**src/rtl/ysyx_23060208_pkg.sv**
```systemverilog
// Shared IFU definitions: FSM states, reset PC and response codes.
// Imported by every fetch-path module.
package ysyx_23060208_pkg;

  typedef enum logic [1:0] {
    S_IDLE    = 2'd0,
    S_SEND_AR = 2'd1,
    S_WAIT_R  = 2'd2,
    S_HOLD    = 2'd3
  } ifu_state_e;

  localparam logic [31:0] IFU_RESET_PC = 32'h8000_0000;
  localparam logic [1:0]  RESP_OKAY    = 2'b00;

endpackage

```
**src/rtl/ysyx_23060208_ifu_pc.sv**
```systemverilog
// Fetch PC register: sequential +4 advance or redirect load.
// A load takes priority over an increment.
module ysyx_23060208_ifu_pc
  import ysyx_23060208_pkg::*;
#(
  parameter int DATA_WIDTH = 32,
  parameter logic [DATA_WIDTH-1:0] RESET_PC = DATA_WIDTH'(IFU_RESET_PC)
) (
  input  logic                  clk,
  input  logic                  rst,
  input  logic                  load,
  input  logic [DATA_WIDTH-1:0] load_pc,
  input  logic                  inc,
  output logic [DATA_WIDTH-1:0] pc
);

  always_ff @(posedge clk) begin
    if (!rst) begin
      pc <= RESET_PC;
    end else if (load) begin
      pc <= load_pc;
    end else if (inc) begin
      pc <= pc + DATA_WIDTH'(4);
    end
  end

endmodule

```
**src/rtl/ysyx_23060208_ifu_fetch.sv**
```systemverilog
// Instruction fetch unit: one outstanding AXI-lite style read,
// holds the fetched word until decode accepts it, handles redirects.
module ysyx_23060208_ifu_fetch
  import ysyx_23060208_pkg::*;
#(
  parameter int DATA_WIDTH = 32,
  parameter logic [DATA_WIDTH-1:0] RESET_PC = DATA_WIDTH'(IFU_RESET_PC)
) (
  input  logic                  clk,
  input  logic                  rst,
  output logic [DATA_WIDTH-1:0] ifu_araddr,
  output logic                  ifu_arvalid,
  input  logic                  ifu_arready,
  input  logic                  ifu_rvalid,
  input  logic [1:0]            ifu_rresp,
  input  logic [DATA_WIDTH-1:0] ifu_rdata,
  output logic                  ifu_rready,
  output logic                  ifu_to_idu_valid,
  output logic [DATA_WIDTH-1:0] ifu_to_idu_inst,
  output logic [DATA_WIDTH-1:0] ifu_to_idu_pc,
  output logic                  ifu_to_idu_err,
  input  logic                  idu_allowin,
  input  logic                  exu_redirect_valid,
  input  logic [DATA_WIDTH-1:0] exu_redirect_pc
);

  ifu_state_e state, state_n;
  logic kill_r, kill_n;
  logic [DATA_WIDTH-1:0] tgt_r, tgt_n;
  logic [DATA_WIDTH-1:0] inst_r, ipc_r;
  logic err_r;
  logic [DATA_WIDTH-1:0] pc_r, pc_ld_val;
  logic pc_ld, pc_inc, latch, ar_hs;

  ysyx_23060208_ifu_pc #(
    .DATA_WIDTH(DATA_WIDTH),
    .RESET_PC  (RESET_PC)
  ) u_pc (
    .clk    (clk),
    .rst    (rst),
    .load   (pc_ld),
    .load_pc(pc_ld_val),
    .inc    (pc_inc),
    .pc     (pc_r)
  );

  assign ifu_arvalid = (state == S_SEND_AR);
  assign ifu_araddr  = pc_r;
  assign ifu_rready  = (state == S_WAIT_R);
  assign ar_hs       = ifu_arvalid & ifu_arready;

  assign ifu_to_idu_valid = (state == S_HOLD) & ~exu_redirect_valid;
  assign ifu_to_idu_inst  = inst_r;
  assign ifu_to_idu_pc    = ipc_r;
  assign ifu_to_idu_err   = err_r;

  // In SEND_AR a redirect target parks in tgt_r so araddr stays stable
  always_comb begin
    state_n   = state;
    kill_n    = kill_r;
    tgt_n     = tgt_r;
    latch     = 1'b0;
    pc_ld     = 1'b0;
    pc_inc    = 1'b0;
    pc_ld_val = exu_redirect_pc;
    unique case (state)
      S_IDLE: begin
        state_n = S_SEND_AR;
        pc_ld   = exu_redirect_valid;
      end
      S_SEND_AR: begin
        if (ar_hs) begin
          state_n = S_WAIT_R;
          if (exu_redirect_valid) begin
            pc_ld  = 1'b1;
            kill_n = 1'b1;
          end else if (kill_r) begin
            pc_ld     = 1'b1;
            pc_ld_val = tgt_r;
          end
        end else if (exu_redirect_valid) begin
          kill_n = 1'b1;
          tgt_n  = exu_redirect_pc;
        end
      end
      S_WAIT_R: begin
        pc_ld = exu_redirect_valid;
        if (ifu_rvalid) begin
          if (kill_r || exu_redirect_valid) begin
            kill_n  = 1'b0;
            state_n = S_SEND_AR;
          end else begin
            latch   = 1'b1;
            state_n = S_HOLD;
          end
        end else if (exu_redirect_valid) begin
          kill_n = 1'b1;
        end
      end
      S_HOLD: begin
        if (exu_redirect_valid) begin
          pc_ld   = 1'b1;
          state_n = S_SEND_AR;
        end else if (idu_allowin) begin
          pc_inc  = 1'b1;
          state_n = S_SEND_AR;
        end
      end
      default: state_n = S_IDLE;
    endcase
  end

  always_ff @(posedge clk) begin
    if (!rst) begin
      state  <= S_IDLE;
      kill_r <= 1'b0;
      tgt_r  <= '0;
      inst_r <= '0;
      ipc_r  <= '0;
      err_r  <= 1'b0;
    end else begin
      state  <= state_n;
      kill_r <= kill_n;
      tgt_r  <= tgt_n;
      if (latch) begin
        inst_r <= ifu_rdata;
        ipc_r  <= pc_r;
        err_r  <= (ifu_rresp != RESP_OKAY);
      end
    end
  end

endmodule

```
**config.mk**
```make
export PLATFORM = sky130hd
export DESIGN_NAME = ysyx_23060208_ifu_fetch
export DESIGN_NICKNAME = d
export VERILOG_FILES = /design/src/rtl/ysyx_23060208_pkg.sv /design/src/rtl/ysyx_23060208_ifu_pc.sv /design/src/rtl/ysyx_23060208_ifu_fetch.sv
export SDC_FILE = /design/constraint.sdc
export NUM_CORES = 1
export LEC_CHECK = 0
export ABC_AREA = 0
export CAP_MARGIN = 20
export CORE_UTILIZATION = 47
export CTS_CLUSTER_DIAMETER = 60
export DETAILED_ROUTE_END_ITERATION = 12
export GPL_TIMING_DRIVEN = 0
export PLACE_DENSITY = 0.87
export SLEW_MARGIN = 0
export SYNTH_ARGS = -nofsm -noshare
export SYNTH_HDL_FRONTEND = slang
export SYNTH_SLANG_ARGS = --single-unit
```
**constraint.sdc**
```tcl
create_clock -name clk -period 2.7 [get_ports clk]
set_clock_uncertainty 0.2 [all_clocks]
set_input_delay 0.54 -clock clk [delete_from_list [all_inputs] [get_ports clk]]
set_output_delay 0.54 -clock clk [all_outputs]
set_load 0.01 [all_outputs]
```
==> key figures <==
Clock tree
  • Clock sink count: 132
  • Deepest clock path buffer count: 2
  • Total clock buffers created by CTS: 17
  • Clock-pin transition on the worst setup and hold timing paths: 60 ps
  • Worst skew pair latency: 410 ps
  • Hold_buf cts: 0
  • H-tree depth: 4
  • Root Buffer: clkbuf_16
  • CTS tree: yes

Run status
  • Status: complete, no violations

STA
  • Slew @ Worst Pin: 643 ps
  • TNS Setup: 0 ps
  • Crit path time final: 2670 ps
  • RSZ-0062 raised after global routing: false
  • Setup violators final: 0
  • Final Hold Viols: 0
  • Worst slew margin: 57.1%
  • Slew Limit Fails: 0
  • Final Cycle Share: 99.1%
  • Fmax: 374 MHz

Finish
  • Commonest non-fill, non-tap cell in the layout: nand2_1
  • Fraction of layout cells with a size suffix above 1: 8.95%
  • Commonest non-fill, non-tap cells in the layout: nand2_1 (207), clkdlybuf4s50_1 (171), dfxtp_1 (132)
  • Fin nets: 981
  • N_diodes: 0
  • Area growth, synth to finish: 43.5%
  • Fin cells: 1063

Synth
  • Post-synthesis area per instance: 8.04 µm²
  • Synth async-reset ratio: 0%
  • Synth unique cells: 51
  • Mapped Nets: 791
  • Top FF cell, synth: dfxtp_1
  • Synth Warn #: 0
  • Sequential-to-total area share from yosys stat: 46.0%
  • Post-synth EDFFs: 0
  • Yosys reg bits: 132
  • Cells after Synth: 715
  • Area of the mapped netlist: 0.00575 mm²

Place
  • HPWL Detailed: 12400 µm
  • Global placement routability congestion: 0.874
  • # port buffers: 171
  • Post-Place Cells: 1033

GRT
  • Gr usage total: 27.3%
  • GR Overflow Total: 0
  • First-pass GRT wire length: 27200 µm
  • Antenna violations before repair: 0
  • Vias in the first global route: 5512
  • Largest net degree at the start of global routing: 17

Worst setup path
  • Worst Setup End Kind: output port
  • Worst path bufs/invs: 3
  • CP max FO: 10
  • Data arrival, critical path: 1930 ps
  • Most frequent CP cell: clkdlybuf4s50_1
  • CP required: 1960 ps
  • Slowest cell delay on critical path: 580 ps
  • Worst path cell trace: clkdlybuf4s50_1, buf_2, nor2b_2, clkdlybuf4s50_1
  • CP startpoint kind: input port
  • Top cell family by delay on the critical path: buffers and inverters
  • Crit Path Category: input port to output port
  • Cell count along the critical path: 4
  • Cell at the slowest stage of the critical path: clkdlybuf4s50_1
  • Cells on worst reg2reg path: 7

Floorplan
  • Starting Density: 48.1%
  • Area of the core: 0.0120 mm²
  • Die span in y: 113 µm
  • Die width: 113 µm
  • I/O pin cnt: 172
  • Placement row count: 40
  • DIE AREA: 0.0127 mm²

Drt
  • Vias: 5941
  • DRC violation total after the first TritonRoute iteration: 624
  • Drt drc: 0
  • Vias/cell: 5.59
  • DRT antenna net count: 0
  • 1st-pass router iterations: 5
  • Routed WL: 17400 µm
  • DR WL/cell: 16.3 µm

Worst hold path
  • Min-Delay Path Class: flip-flop to flip-flop
  • Hold Path Stages: 2

Power and ir drop
  • Pwr Total: 5.15 mW
  • Power Density: 624 mW/mm²
  • Static Leak: 2.85 nW
  • Worst VDD drop: 0.325 mV

Job
  • Max Cap Viol: 0
report_power, final:
group          internal [mW]  switching, mW  leakage [nW]
Clock                   1.51          0.830         0.284
Sequential              2.04          0.123          1.07
Combinational          0.327          0.318          1.49
per-stage QoR:
step                utilization, %  setup WS, ps  hold WS, ps  cell area (µm²)
floorplan                        -           489          234             5750
global placement              63.9          -264          239             7640
detailed placement            63.9          -299          244             7640
CTS                           69.0          42.1          251             8250
global route                  69.0          9.16          265             8250
finish                        69.0          25.1          252             8250
cells in the mapped netlist, types with 2 or more instances:
master	count	area share [%]
mux2_2	23	4.5
o31a_1	2	0.30
nor3_1	4	0.35
nor4_1	5	0.54
a311oi_1	2	0.30
nand4_1	12	1.3
nand3_1	14	1.2
and2_1	2	0.22
xnor2_1	4	0.61
nor2_1	17	1.1
o21ai_0	24	2.1
xor2_1	7	1.1
and3_1	2	0.22
ha_1	4	0.87
clkbuf_1	32	2.1
a31oi_1	11	1.2
nor2b_1	2	0.22
o2111ai_1	2	0.30
o31ai_1	7	0.91
a211oi_1	11	1.4
or4_1	9	1.2
nand4b_1	2	0.30
buf_2	19	1.7
or3_1	3	0.33
or2_2	2	0.22
and4_1	7	1.1
inv_1	8	0.52
a21oi_1	108	9.4
dfxtp_1	132	46
mux2i_1	11	1.9
nand2_1	207	14
tightest hold or removal path: stages, from the launching register on:
cell and delay, ps:
dfxtp_1 300, nand2_1 50, a21oi_1 50
final timing paths:
kind / slack, ps / start / end
worst max-delay path: 30 / exu_redirect_valid / ifu_to_idu_valid
worst min-delay path: 250 / tgt_r[21] / tgt_r[21]
worst max register to register: 220 / state[1] / u_pc.pc[0]
worst min register to register: 250 / tgt_r[21] / tgt_r[21]
cell type report:
| type | count | area, µm² |
|---|---|---|
| fillers | 936 | 3710 |
| multi-input cells | 523 | 2860 |
| flip-flops and latches | 132 | 2640 |
| repair buffers | 171 | 1710 |
| clock buffers | 22 | 474 |
| plain buffers | 52 | 221 |
| well taps | 147 | 184 |
| clock inverters | 8 | 126 |
| inverters | 8 | 30.0 |
per-layer routing:
layer	GRT usage (%)	vias to the layer above	part of all wire, %
met1	34.0	2715	42
met2	45.1	294	47
met5	0	-	0
met4	12.2	0	2.5
met3	5.99	53	7.8
li1	-	2879	-
logic make-up (layout without fill, tap and decap cells):
logic type | Yosys count | count (layout) | synth area share (%)
xor gates and xnor gates | 11 | 11 | 1.68
buffers and inverters | 60 | 261 | 4.35
DFF | 132 | 132 | 46.0
muxes | 34 | 34 | 6.42
adders and majority gates | 4 | 4 | 0.871
AOI/OAI and AO/OA | 176 | 176 | 17.4
and+or+nand+nor | 298 | 298 | 23.4
flip-flops by register name, summed over array words and instances, names as in the netlist:
| signal | flops |
|---|---|
| state | 2 |
| ifu_to_idu_err | 1 |
| ifu_to_idu_pc | 32 |
| kill_r | 1 |
| u_pc.pc | 32 |
| tgt_r | 32 |
| ifu_to_idu_inst | 32 |
timing repair:
| action | 4_1_cts | 5_1_grt |
|---|---|---|
| endpoints found under the hold margin | 0 | 0 |
| setup buffers | 0 | 0 |
| pin swaps | 0 | 0 |
| gates resized for setup | 2 | 2 |
| setup endpoints to repair | 1 | 2 |
No activity file was read; power rests on OpenSTA's default activity.
